[config.mk]
export PLATFORM = sky130hd
export DESIGN_NAME = router_pkt_fifo
export DESIGN_NICKNAME = d
export VERILOG_FILES = /design/src/rtl/router_pkg.sv /design/src/rtl/router_fifo_mem.sv /design/src/rtl/router_pkt_fifo.sv
export SDC_FILE = /design/constraint.sdc
export NUM_CORES = 1
export LEC_CHECK = 0
export ABC_AREA = 1
export CORE_MARGIN = 2
export CORE_UTILIZATION = 45
export CTS_BUF_LIST = sky130_fd_sc_hd__clkbuf_4
export DETAILED_ROUTE_END_ITERATION = 7
export GPL_ROUTABILITY_DRIVEN = 0
export PLACE_DENSITY = 0.72
export SLEW_MARGIN = 10
export SYNTH_ARGS = -nofsm -noshare
export SYNTH_HDL_FRONTEND = slang
export SYNTH_SLANG_ARGS = --single-unit
[constraint.sdc]
create_clock -name clk -period 3.2 [get_ports clk]
set_clock_uncertainty 0.2 [all_clocks]
set_input_delay 0.32 -clock clk [delete_from_list [all_inputs] [get_ports clk]]
set_output_delay 0.32 -clock clk [all_outputs]
set_load 0.03 [all_outputs]
[src/rtl/router_pkg.sv]
// Shared definitions for the router packet FIFO: header length-field bounds
// and the stored entry layout (header tag bit above the data byte).
package router_pkg;

  localparam int PKG_DATA_W = 8;
  localparam int LEN_MSB    = PKG_DATA_W - 1;
  localparam int LEN_LSB    = 2;

  typedef struct packed {
    logic                  hdrTag;
    logic [PKG_DATA_W-1:0] data;
  } fifo_entry_t;

endpackage

[src/rtl/router_fifo_mem.sv]
// Packet FIFO storage: one write port and one registered read port.
// The array and the read register are deliberately not reset.
module router_fifo_mem #(
  parameter int WIDTH = 9,
  parameter int DEPTH = 16,
  parameter int AW    = $clog2(DEPTH)
) (
  input  logic             clk,
  input  logic             we,
  input  logic [AW-1:0]    waddr,
  input  logic [WIDTH-1:0] wdata,
  input  logic             re,
  input  logic [AW-1:0]    raddr,
  output logic [WIDTH-1:0] rdata
);

  logic [WIDTH-1:0] mem [DEPTH];
  logic [WIDTH-1:0] rdata_q;

  always_ff @(posedge clk) begin
    if (we) mem[waddr] <= wdata;
    if (re) rdata_q <= mem[raddr];
  end

  assign rdata = rdata_q;

endmodule

[src/rtl/router_pkt_fifo.sv]
// Router packet FIFO: tagged header/data storage with packet-length tracking.
// Define ROUTER_FIFO_ERR_EN to build the sticky overflow/underflow flags.
module router_pkt_fifo
  import router_pkg::*;
#(
  parameter int DATA_W   = 8,
  parameter int DEPTH    = 16,
  parameter int AF_LEVEL = DEPTH - 2
) (
  input  logic              clk,
  input  logic              resetn,
  input  logic              soft_reset,
  input  logic              write_enb,
  input  logic              lfd_state,
  input  logic [DATA_W-1:0] datain,
  input  logic              read_enb,
  output logic [DATA_W-1:0] dataout,
  output logic              dout_valid,
  output logic              pkt_done,
  output logic              full,
  output logic              empty,
  output logic              almost_full,
  output logic              err_ovf,
  output logic              err_udf
);

  localparam int AW = $clog2(DEPTH);
  localparam int CW = AW + 1;
  localparam int RW = DATA_W - LEN_LSB + 1;

  logic [AW-1:0]   wrPtr_q, wrPtr_d, rdPtr_q, rdPtr_d;
  logic [CW-1:0]   count_q, count_d;
  logic [RW-1:0]   remaining_q, remaining_d;
  logic            doutValid_q, doutValid_d;
  logic            stale_q, stale_d;
  logic            wrAcc, rdAcc;
  logic [DATA_W:0] memRdata;

  assign full        = (count_q == CW'(DEPTH));
  assign empty       = (count_q == '0);
  assign almost_full = (count_q >= CW'(AF_LEVEL));

  assign wrAcc = write_enb && !full && !soft_reset;
  assign rdAcc = read_enb && !empty && !soft_reset;

  router_fifo_mem #(.WIDTH(DATA_W + 1), .DEPTH(DEPTH), .AW(AW)) u_mem (
    .clk   (clk),
    .we    (wrAcc),
    .waddr (wrPtr_q),
    .wdata ({lfd_state, datain}),
    .re    (rdAcc),
    .raddr (rdPtr_q),
    .rdata (memRdata)
  );

  // The memory read register has no reset, so stale_q masks it to zero
  // after any reset until the next accepted read lands.
  always_comb begin
    wrPtr_d     = wrPtr_q;
    rdPtr_d     = rdPtr_q;
    count_d     = count_q;
    remaining_d = remaining_q;
    doutValid_d = 1'b0;
    stale_d     = stale_q;
    if (soft_reset) begin
      wrPtr_d     = '0;
      rdPtr_d     = '0;
      count_d     = '0;
      remaining_d = '0;
      stale_d     = 1'b1;
    end else begin
      if (wrAcc) wrPtr_d = wrPtr_q + AW'(1);
      if (rdAcc) begin
        rdPtr_d     = rdPtr_q + AW'(1);
        doutValid_d = 1'b1;
        stale_d     = 1'b0;
      end
      case ({wrAcc, rdAcc})
        2'b10:   count_d = count_q + CW'(1);
        2'b01:   count_d = count_q - CW'(1);
        default: count_d = count_q;
      endcase
      // Packet length is tracked as each word emerges on dataout.
      if (doutValid_q) begin
        if (memRdata[DATA_W])
          remaining_d = {1'b0, memRdata[DATA_W-1:LEN_LSB]} + RW'(1);
        else if (remaining_q != '0)
          remaining_d = remaining_q - RW'(1);
      end
    end
  end

  always_ff @(posedge clk or negedge resetn) begin
    if (!resetn) begin
      wrPtr_q     <= '0;
      rdPtr_q     <= '0;
      count_q     <= '0;
      remaining_q <= '0;
      doutValid_q <= 1'b0;
      stale_q     <= 1'b1;
    end else begin
      wrPtr_q     <= wrPtr_d;
      rdPtr_q     <= rdPtr_d;
      count_q     <= count_d;
      remaining_q <= remaining_d;
      doutValid_q <= doutValid_d;
      stale_q     <= stale_d;
    end
  end

  assign dataout    = stale_q ? '0 : memRdata[DATA_W-1:0];
  assign dout_valid = doutValid_q;
  assign pkt_done   = doutValid_q && !memRdata[DATA_W] && (remaining_q == RW'(1));

`ifdef ROUTER_FIFO_ERR_EN
  logic errOvf_q, errOvf_d, errUdf_q, errUdf_d;

  always_comb begin
    errOvf_d = errOvf_q;
    errUdf_d = errUdf_q;
    if (soft_reset) begin
      errOvf_d = 1'b0;
      errUdf_d = 1'b0;
    end else begin
      if (write_enb && full) errOvf_d = 1'b1;
      if (read_enb && empty) errUdf_d = 1'b1;
    end
  end

  always_ff @(posedge clk or negedge resetn) begin
    if (!resetn) begin
      errOvf_q <= 1'b0;
      errUdf_q <= 1'b0;
    end else begin
      errOvf_q <= errOvf_d;
      errUdf_q <= errUdf_d;
    end
  end

  assign err_ovf = errOvf_q;
  assign err_udf = errUdf_q;
`else
  assign err_ovf = 1'b0;
  assign err_udf = 1'b0;
`endif

endmodule
==> results of run 1 <==
## area by class of cell
cell class                 instances  area [µm²]
multi-input combinational        410        2032
timing repair buffer              48       437.9
clock buffer                      20       150.1
clock inverter                    12       87.58
antenna                            1       2.502
sequential                       175        5147
fill                            1472        8164
tap                              220       275.3
inverter                          45       168.9
## where the power goes
part | internal, mW | switching, mW
Clock | 0.338 | 0.754
Sequential | 2.63 | 0.115
Combinational | 0.516 | 1.10
Total | 3.49 | 1.97
## cell usage after synthesis, types with 7 or more instances
cell and n:
edfxtp_1 153, nand2_1 111, nor2_1 78, o21ai_0 56
nand3_1 45, inv_1 37, a21oi_1 32, dfrtp_1 21
o21ai_1 18, buf_2 14, nand4_1 13, ha_1 11
o211ai_1 11, o22ai_1 9, inv_2 8, clkbuf_1 7
## placed cells by master, fill, tap and decap left out, types with 2 or more instances in the layout
cell type,Yosys,routed
inv_2,8,8
ha_1,11,11
clkdlybuf4s50_1,0,26
a21oi_1,32,32
clkbuf_4,0,20
buf_4,6,21
o211ai_1,11,11
o21ai_2,4,4
inv_6,0,3
o21ai_1,18,18
nand3_2,2,2
conb_1,1,2
nor2_2,4,4
inv_1,37,37
clkinv_4,0,3
nand2_4,2,2
dfrtp_1,21,20
nand3_1,45,45
nor3_1,2,2
clkinv_2,0,4
clkinvlp_4,0,2
nand2_1,111,111
o22ai_1,9,9
nand4_1,13,13
nand2_2,4,4
o21ai_0,56,56
nor2_1,78,78
edfxtp_1,153,153
## path summary, 6_finish.rpt
check,endpoint,slack (ns),cells after the start
max,pkt_done,0.45,5
max in group asynchronous,rdPtr_q[0]$_DFFE_PN0P_,1.98,1
max reg2reg,count_q[4]$_DFFE_PN0P_,0.81,14
min in group clk,wrPtr_q[3]$_DFFE_PN0P_,0.30,4
min reg2reg,stale_q$_DFFE_PN1P_,0.34,2
min,wrPtr_q[1]$_DFFE_PN0P_,0.11,1
## cell families (layout without fill, tap and decap cells)
family	count (synthesis)	count (layout)	synth area share, %
AO/OA/AOI/OAI	131	131	9.483
XOR/XNOR	2	2	0.2334
other	1	3	0.04995
adder cells (fa/ha/maj)	12	12	2.100
flip-flops	175	175	68.55
buffers and inverters	74	125	4.433
AND/OR/NAND/NOR	263	263	15.15
## registers in the layout, indices dropped and copies added (netlist names)
signal and count:
u_mem.mem 144, stale_q 1, count_q 5, dout_valid 1
rdPtr_q 4, remaining_q 7, wrPtr_q 4, u_mem.rdata 9
## routing by layer
layer / wire [µm] / up-vias / share of wire [%] / global-route usage [%]
met2: 7863 / 220 / 47 / 31.12
li1: - / 2391 / - / -
met3: 1292 / 28 / 7.7 / 4.528
met5: 0 / - / 0 / 0
met1: 7197 / 2453 / 43 / 27.43
met4: 362 / 0 / 2.2 / 6.856
## worst max-delay path, delay by kind of cell, from the launching register on
family,cells,cell delay (ns)
buf+inv,2,0.83
flops,1,0.41
simple gates,2,0.23
fa+ha+maj,1,0.18
==> qor.txt, run 1 <==
maximum vdd drop -> 0.4126 mV
vias per inst -> 5.469
critical path, cell by cell -> inv_1 > ha_1 > nand4_1 > nor2_1 > clkdlybuf4s50_1
max_cap viols -> 0
Final Hold Vio Count -> 0
H-tree levels -> 4
WL final -> 16,720 µm
critical path startpoint category -> register
Slowest cell on crit path -> clkdlybuf4s50_1
Req. time, crit path -> 2.68 ns
nets -> 723
Final Hold Slack -> 0.1080 ns
design area -> 0.008302 mm²
pwr dens -> 657.0 mW/mm²
Pwr Total -> 5.454 mW
Crit Path Class -> reg2out
Max Freq -> 364.2 MHz
TritonCTS clock tree -> yes
Post-Syn Area per Cell -> 11.41 µm²
Initial Utilization -> 45.59%
Tightest Pin Transition -> 1.052 ns
post-CTS sizing -> 0
gr ovfl total -> 0
Synth Instances -> 658
Netlist cell types -> 32
CTS buffer count -> 17
CTS Sinks -> 175
Core Area -> 0.01647 mm²
area grow syn2layout -> 10.58%
CP arrival -> 2.23 ns
final non-filler cell total -> 931
setup TNS -> 0 ns
num rows -> 47
Netlist Area Pre-Place -> 0.007507 mm²
DRC violations left -> 0
first-pass GRT wire length -> 26,590 µm
async set-reset flop share out of synthesis -> 12.57%
final worst path period need -> 2.746 ns
Starting DRT DRC Count -> 613
sequential area share after synthesis -> 68.55%
final setup margin -> 0.4544 ns
Vias -> 5,092
Synth top area share -> 61.20%
Post-synth EDFFs -> 153
Leak -> 3.050 nW
Hold-fix buffers, CTS -> 0
YS warnings -> 0
utilization after layout -> 50.42%
vias in the first global route -> 5,024
Yosys reg bits -> 175
critical-path maximum fanout -> 5
cell taking the most area after synthesis -> edfxtp_1
largest net degree at the start of global routing -> 84
Die H -> 133.2 µm
Clock Pin Slew Worst Setup and Hold Paths -> 0.13 ns
Placed Area -> 0.008061 mm²
initial antenna violation count -> 1
I/O Pins -> 29
synth top area cells -> edfxtp_1 (61%), dfrtp_1 (7.0%), nand2_1 (5.6%), nor2_1 (3.9%), o21ai_0 (3.7%)
fin. max-slew vios -> 0
Critical Path Source -> remaining_q[1]$_DFFE_PN0P_
setup repair bufs after CTS -> 0
placed insts -> 898
ys flop type -> edfxtp_1
GRT Util Overall -> 19.79%
hpwl dp -> 10,820 µm
die width -> 133.2 µm
CTS Root Cell -> clkbuf_4
pre-CTS setup slack -> 0.6676 ns
crit-path max cell delay -> 0.69 ns
Post-DRT Antenna Nets -> 0
Setup crit end kind -> primary output
die area -> 0.01773 mm²
layout cell share with drive strength beyond 1 -> 11.41%
routed len/inst -> 17.95 µm
IO buf count -> 26
RR Startpoint -> count_q[1]$_DFFE_PN0P_
HP Class -> in2async
worst skew pair latency -> 0.57 ns
RSZ-0062 raised after global routing -> false
CTS max path bufs -> 2
final worst-path cycle share -> 85.80%
First-pass DRT Iterations -> 6
max_slew headroom -> 29.63%
status -> completed
# setup viols final -> 0
Note: power is estimated with default switching activity, not from simulation.
==> run 2: changes to the inputs <==
--- a/config.mk
+++ b/config.mk
@@ -7,11 +7,11 @@
 export LEC_CHECK = 0
 export ABC_AREA = 1
 export CORE_MARGIN = 2
-export CORE_UTILIZATION = 45
+export CORE_UTILIZATION = 32
 export CTS_BUF_LIST = sky130_fd_sc_hd__clkbuf_4
 export DETAILED_ROUTE_END_ITERATION = 7
 export GPL_ROUTABILITY_DRIVEN = 0
-export PLACE_DENSITY = 0.72
+export PLACE_DENSITY = 0.57
 export SLEW_MARGIN = 10
 export SYNTH_ARGS = -nofsm -noshare
 export SYNTH_HDL_FRONTEND = slang
==> run 2 against run 1 <==
Effect of this change:
- utilization is 14 points lower
- register-to-register slack better by 0.08 ns
- clock power is 20% higher
- global-route usage is 4.9 points lower
- combinational power hardly changed
- total power is 4.3% higher
- via count is 4.3% lower
- first-iteration DRC count is 31% lower
- worst hold slack better by 0.19 ns
- die area is 39% higher
- critical endpoint unchanged
==> qor.txt, run 2 (synthesis gave the netlist of run 1 again) <==
largest net degree at the start of global routing -> 66 (was 84)
DRC violations left -> 0 (unchanged)
IO buf count -> 26 (unchanged)
GRT Util Overall -> 14.84% (was 19.79%)
H-tree levels -> 4 (unchanged)
max reg flops -> 144 (unchanged)
CTS Sinks -> 175 (unchanged)
Clock Pin Slew Worst Setup and Hold Paths -> 0.15 ns (was 0.13 ns)
First-pass DRT Iterations -> 5 (was 6)
HP Class -> in2reg (was in2async)
most frequent cells in the layout -> edfxtp_1 (153), nand2_1 (111), nor2_1 (78) (unchanged)
area grow syn2layout -> 13.40% (was 10.58%)
Top reg by flops -> u_mem.mem (unchanged)
first-pass GRT wire length -> 27,050 µm (was 26,590 µm)
gr ovfl total -> 0 (unchanged)
final worst-path cycle share -> 84.00% (was 85.80%)
routed len/inst -> 16.95 µm (was 17.95 µm)
vias in the first global route -> 4,660 (was 5,024)
critical-path maximum fanout -> 5 (unchanged)
CTS buffer count -> 17 (unchanged)
vias per inst -> 4.726 (was 5.469)
max_slew headroom -> 51.67% (was 29.63%)
diodes inserted -> 0 (was 1)
RSZ-0062 raised after global routing -> false (unchanged)
Fill cells -> 2,324 (was 1,472)
num rows -> 56 (was 47)
setup TNS -> 0 ns (unchanged)
CTS max path bufs -> 2 (unchanged)
Vias -> 4,872 (was 5,092)
worst skew pair latency -> 0.58 ns (was 0.57 ns)
Initial Utilization -> 32.27% (was 45.59%)
Die H -> 157.2 µm (was 133.2 µm)
hpwl dp -> 10,910 µm (was 10,820 µm)
Max Freq -> 372.0 MHz (was 364.2 MHz)
Core Area -> 0.02326 mm² (was 0.01647 mm²)
status -> completed (unchanged)
utilization after layout -> 36.60% (was 50.42%)
Post-DRT Antenna Nets -> 0 (unchanged)
die area -> 0.02470 mm² (was 0.01773 mm²)
Req. time, crit path -> 2.68 ns (about the same)
# setup viols final -> 0 (unchanged)
TritonCTS clock tree -> yes (unchanged)
Crit Path Class -> reg2out (unchanged)
Final Hold Vio Count -> 0 (unchanged)
layout cell share with drive strength beyond 1 -> 11.38% (was 11.41%)
max_cap viols -> 0 (unchanged)
Starting DRT DRC Count -> 426 (was 613)
CTS Root Cell -> clkbuf_4 (unchanged)
final worst path period need -> 2.688 ns (was 2.746 ns)
Setup crit end kind -> primary output (unchanged)
initial antenna violation count -> 0 (was 1)
design area -> 0.008513 mm² (was 0.008302 mm²)
fin. max-slew vios -> 0 (unchanged)
post-CTS sizing -> 0 (unchanged)
Leak -> 3.082 nW (was 3.050 nW)
CP arrival -> 2.17 ns (was 2.23 ns)
leading cell type in the layout, fill and taps excluded -> edfxtp_1 (unchanged)
die width -> 157.2 µm (was 133.2 µm)
nets -> 725 (was 723)
maximum vdd drop -> 0.2932 mV (was 0.4126 mV)
WL final -> 17,480 µm (was 16,720 µm)
pwr dens -> 668.1 mW/mm² (was 657.0 mW/mm²)
critical path startpoint category -> register (unchanged)
I/O Pins -> 29 (unchanged)
Placed Area -> 0.008205 mm² (was 0.008061 mm²)
Tightest Pin Transition -> 0.7226 ns (was 1.052 ns)
## run 2: changes by cell type in the layout (fill, tap and decap cells not counted)
cell           previous run  this run
buf_12                    1         2
bufinv_16                 0         2
clkbuf_4                 20        19
clkinv_1                  0         1
clkinv_2                  4         0
clkinv_4                  3         2
clkinvlp_4                2         3
diode_2                   1         0
dlygate4sd3_1             0         1
inv_6                     3         2
inv_8                     0         3
## run 2: what timing repair did
item / CTS / global route
hold endpoints to repair: 10 / 0
hold buffers: 1 / 0
buffers inserted: 0 / 0
## run 2: worst max-delay path, cell delays in order, from the launching register on
cell and delay (ns):
dfrtp_1 0.40, inv_1 0.13, ha_1 0.18, nand4_1 0.09, nor2_1 0.11, clkdlybuf4s50_1 0.69
## run 2: final cells by class
type / count / area [µm²] / area share [%]
flip-flops and latches: 175 / 5147 / 60.46
multi-input cells: 410 / 2032 / 23.87
repair buffers: 50 / 467.9 / 5.497
well taps: 319 / 399.1 / 4.688
inverters: 45 / 168.9 / 1.984
clock inverters: 13 / 155.1 / 1.822
clock buffers: 19 / 142.6 / 1.675
## run 2: where the power goes
group          internal, mW  switching [mW]  leakage, nW
clock network         0.501           0.813        0.153
registers              2.63           0.153         1.67
logic                 0.523            1.07         1.25
## run 2: final timing paths
check | startpoint | to | slack (ns) | depth (start not counted)
max | remaining_q[1]$_DFFE_PN0P_ | pkt_done | 0.51 | 5
min | read_enb | stale_q$_DFFE_PN1P_ | 0.30 | 4
max reg2reg | count_q[1]$_DFFE_PN0P_ | count_q[4]$_DFFE_PN0P_ | 0.89 | 14
min reg2reg | stale_q$_DFFE_PN1P_ | stale_q$_DFFE_PN1P_ | 0.35 | 2
max in group asynchronous | resetn | stale_q$_DFFE_PN1P_ | 1.71 | 3
min in group asynchronous | resetn | rdPtr_q[1]$_DFFE_PN0P_ | 0.43 | 2
## run 2: through the flow
stage,power [mW],hold slack (ns),setup WS [ns],cells
after floorplan,3.915,-0.1756,0.9322,659
after global placement,4.431,0.3240,0.7296,998
after detailed placement,4.442,0.3367,0.7124,998
after CTS,5.737,0.2602,0.4558,1031
after global routing,6.009,0.2850,0.3669,1031
final,5.688,0.3002,0.5120,1031
## run 2: layer usage
metal	routed length, µm	part of all wire (%)	GRT usage (%)
met2	8141	47	23.50
met4	246	1.4	4.502
met5	0	0	0
met3	921	5.3	3.139
met1	8167	47	20.51
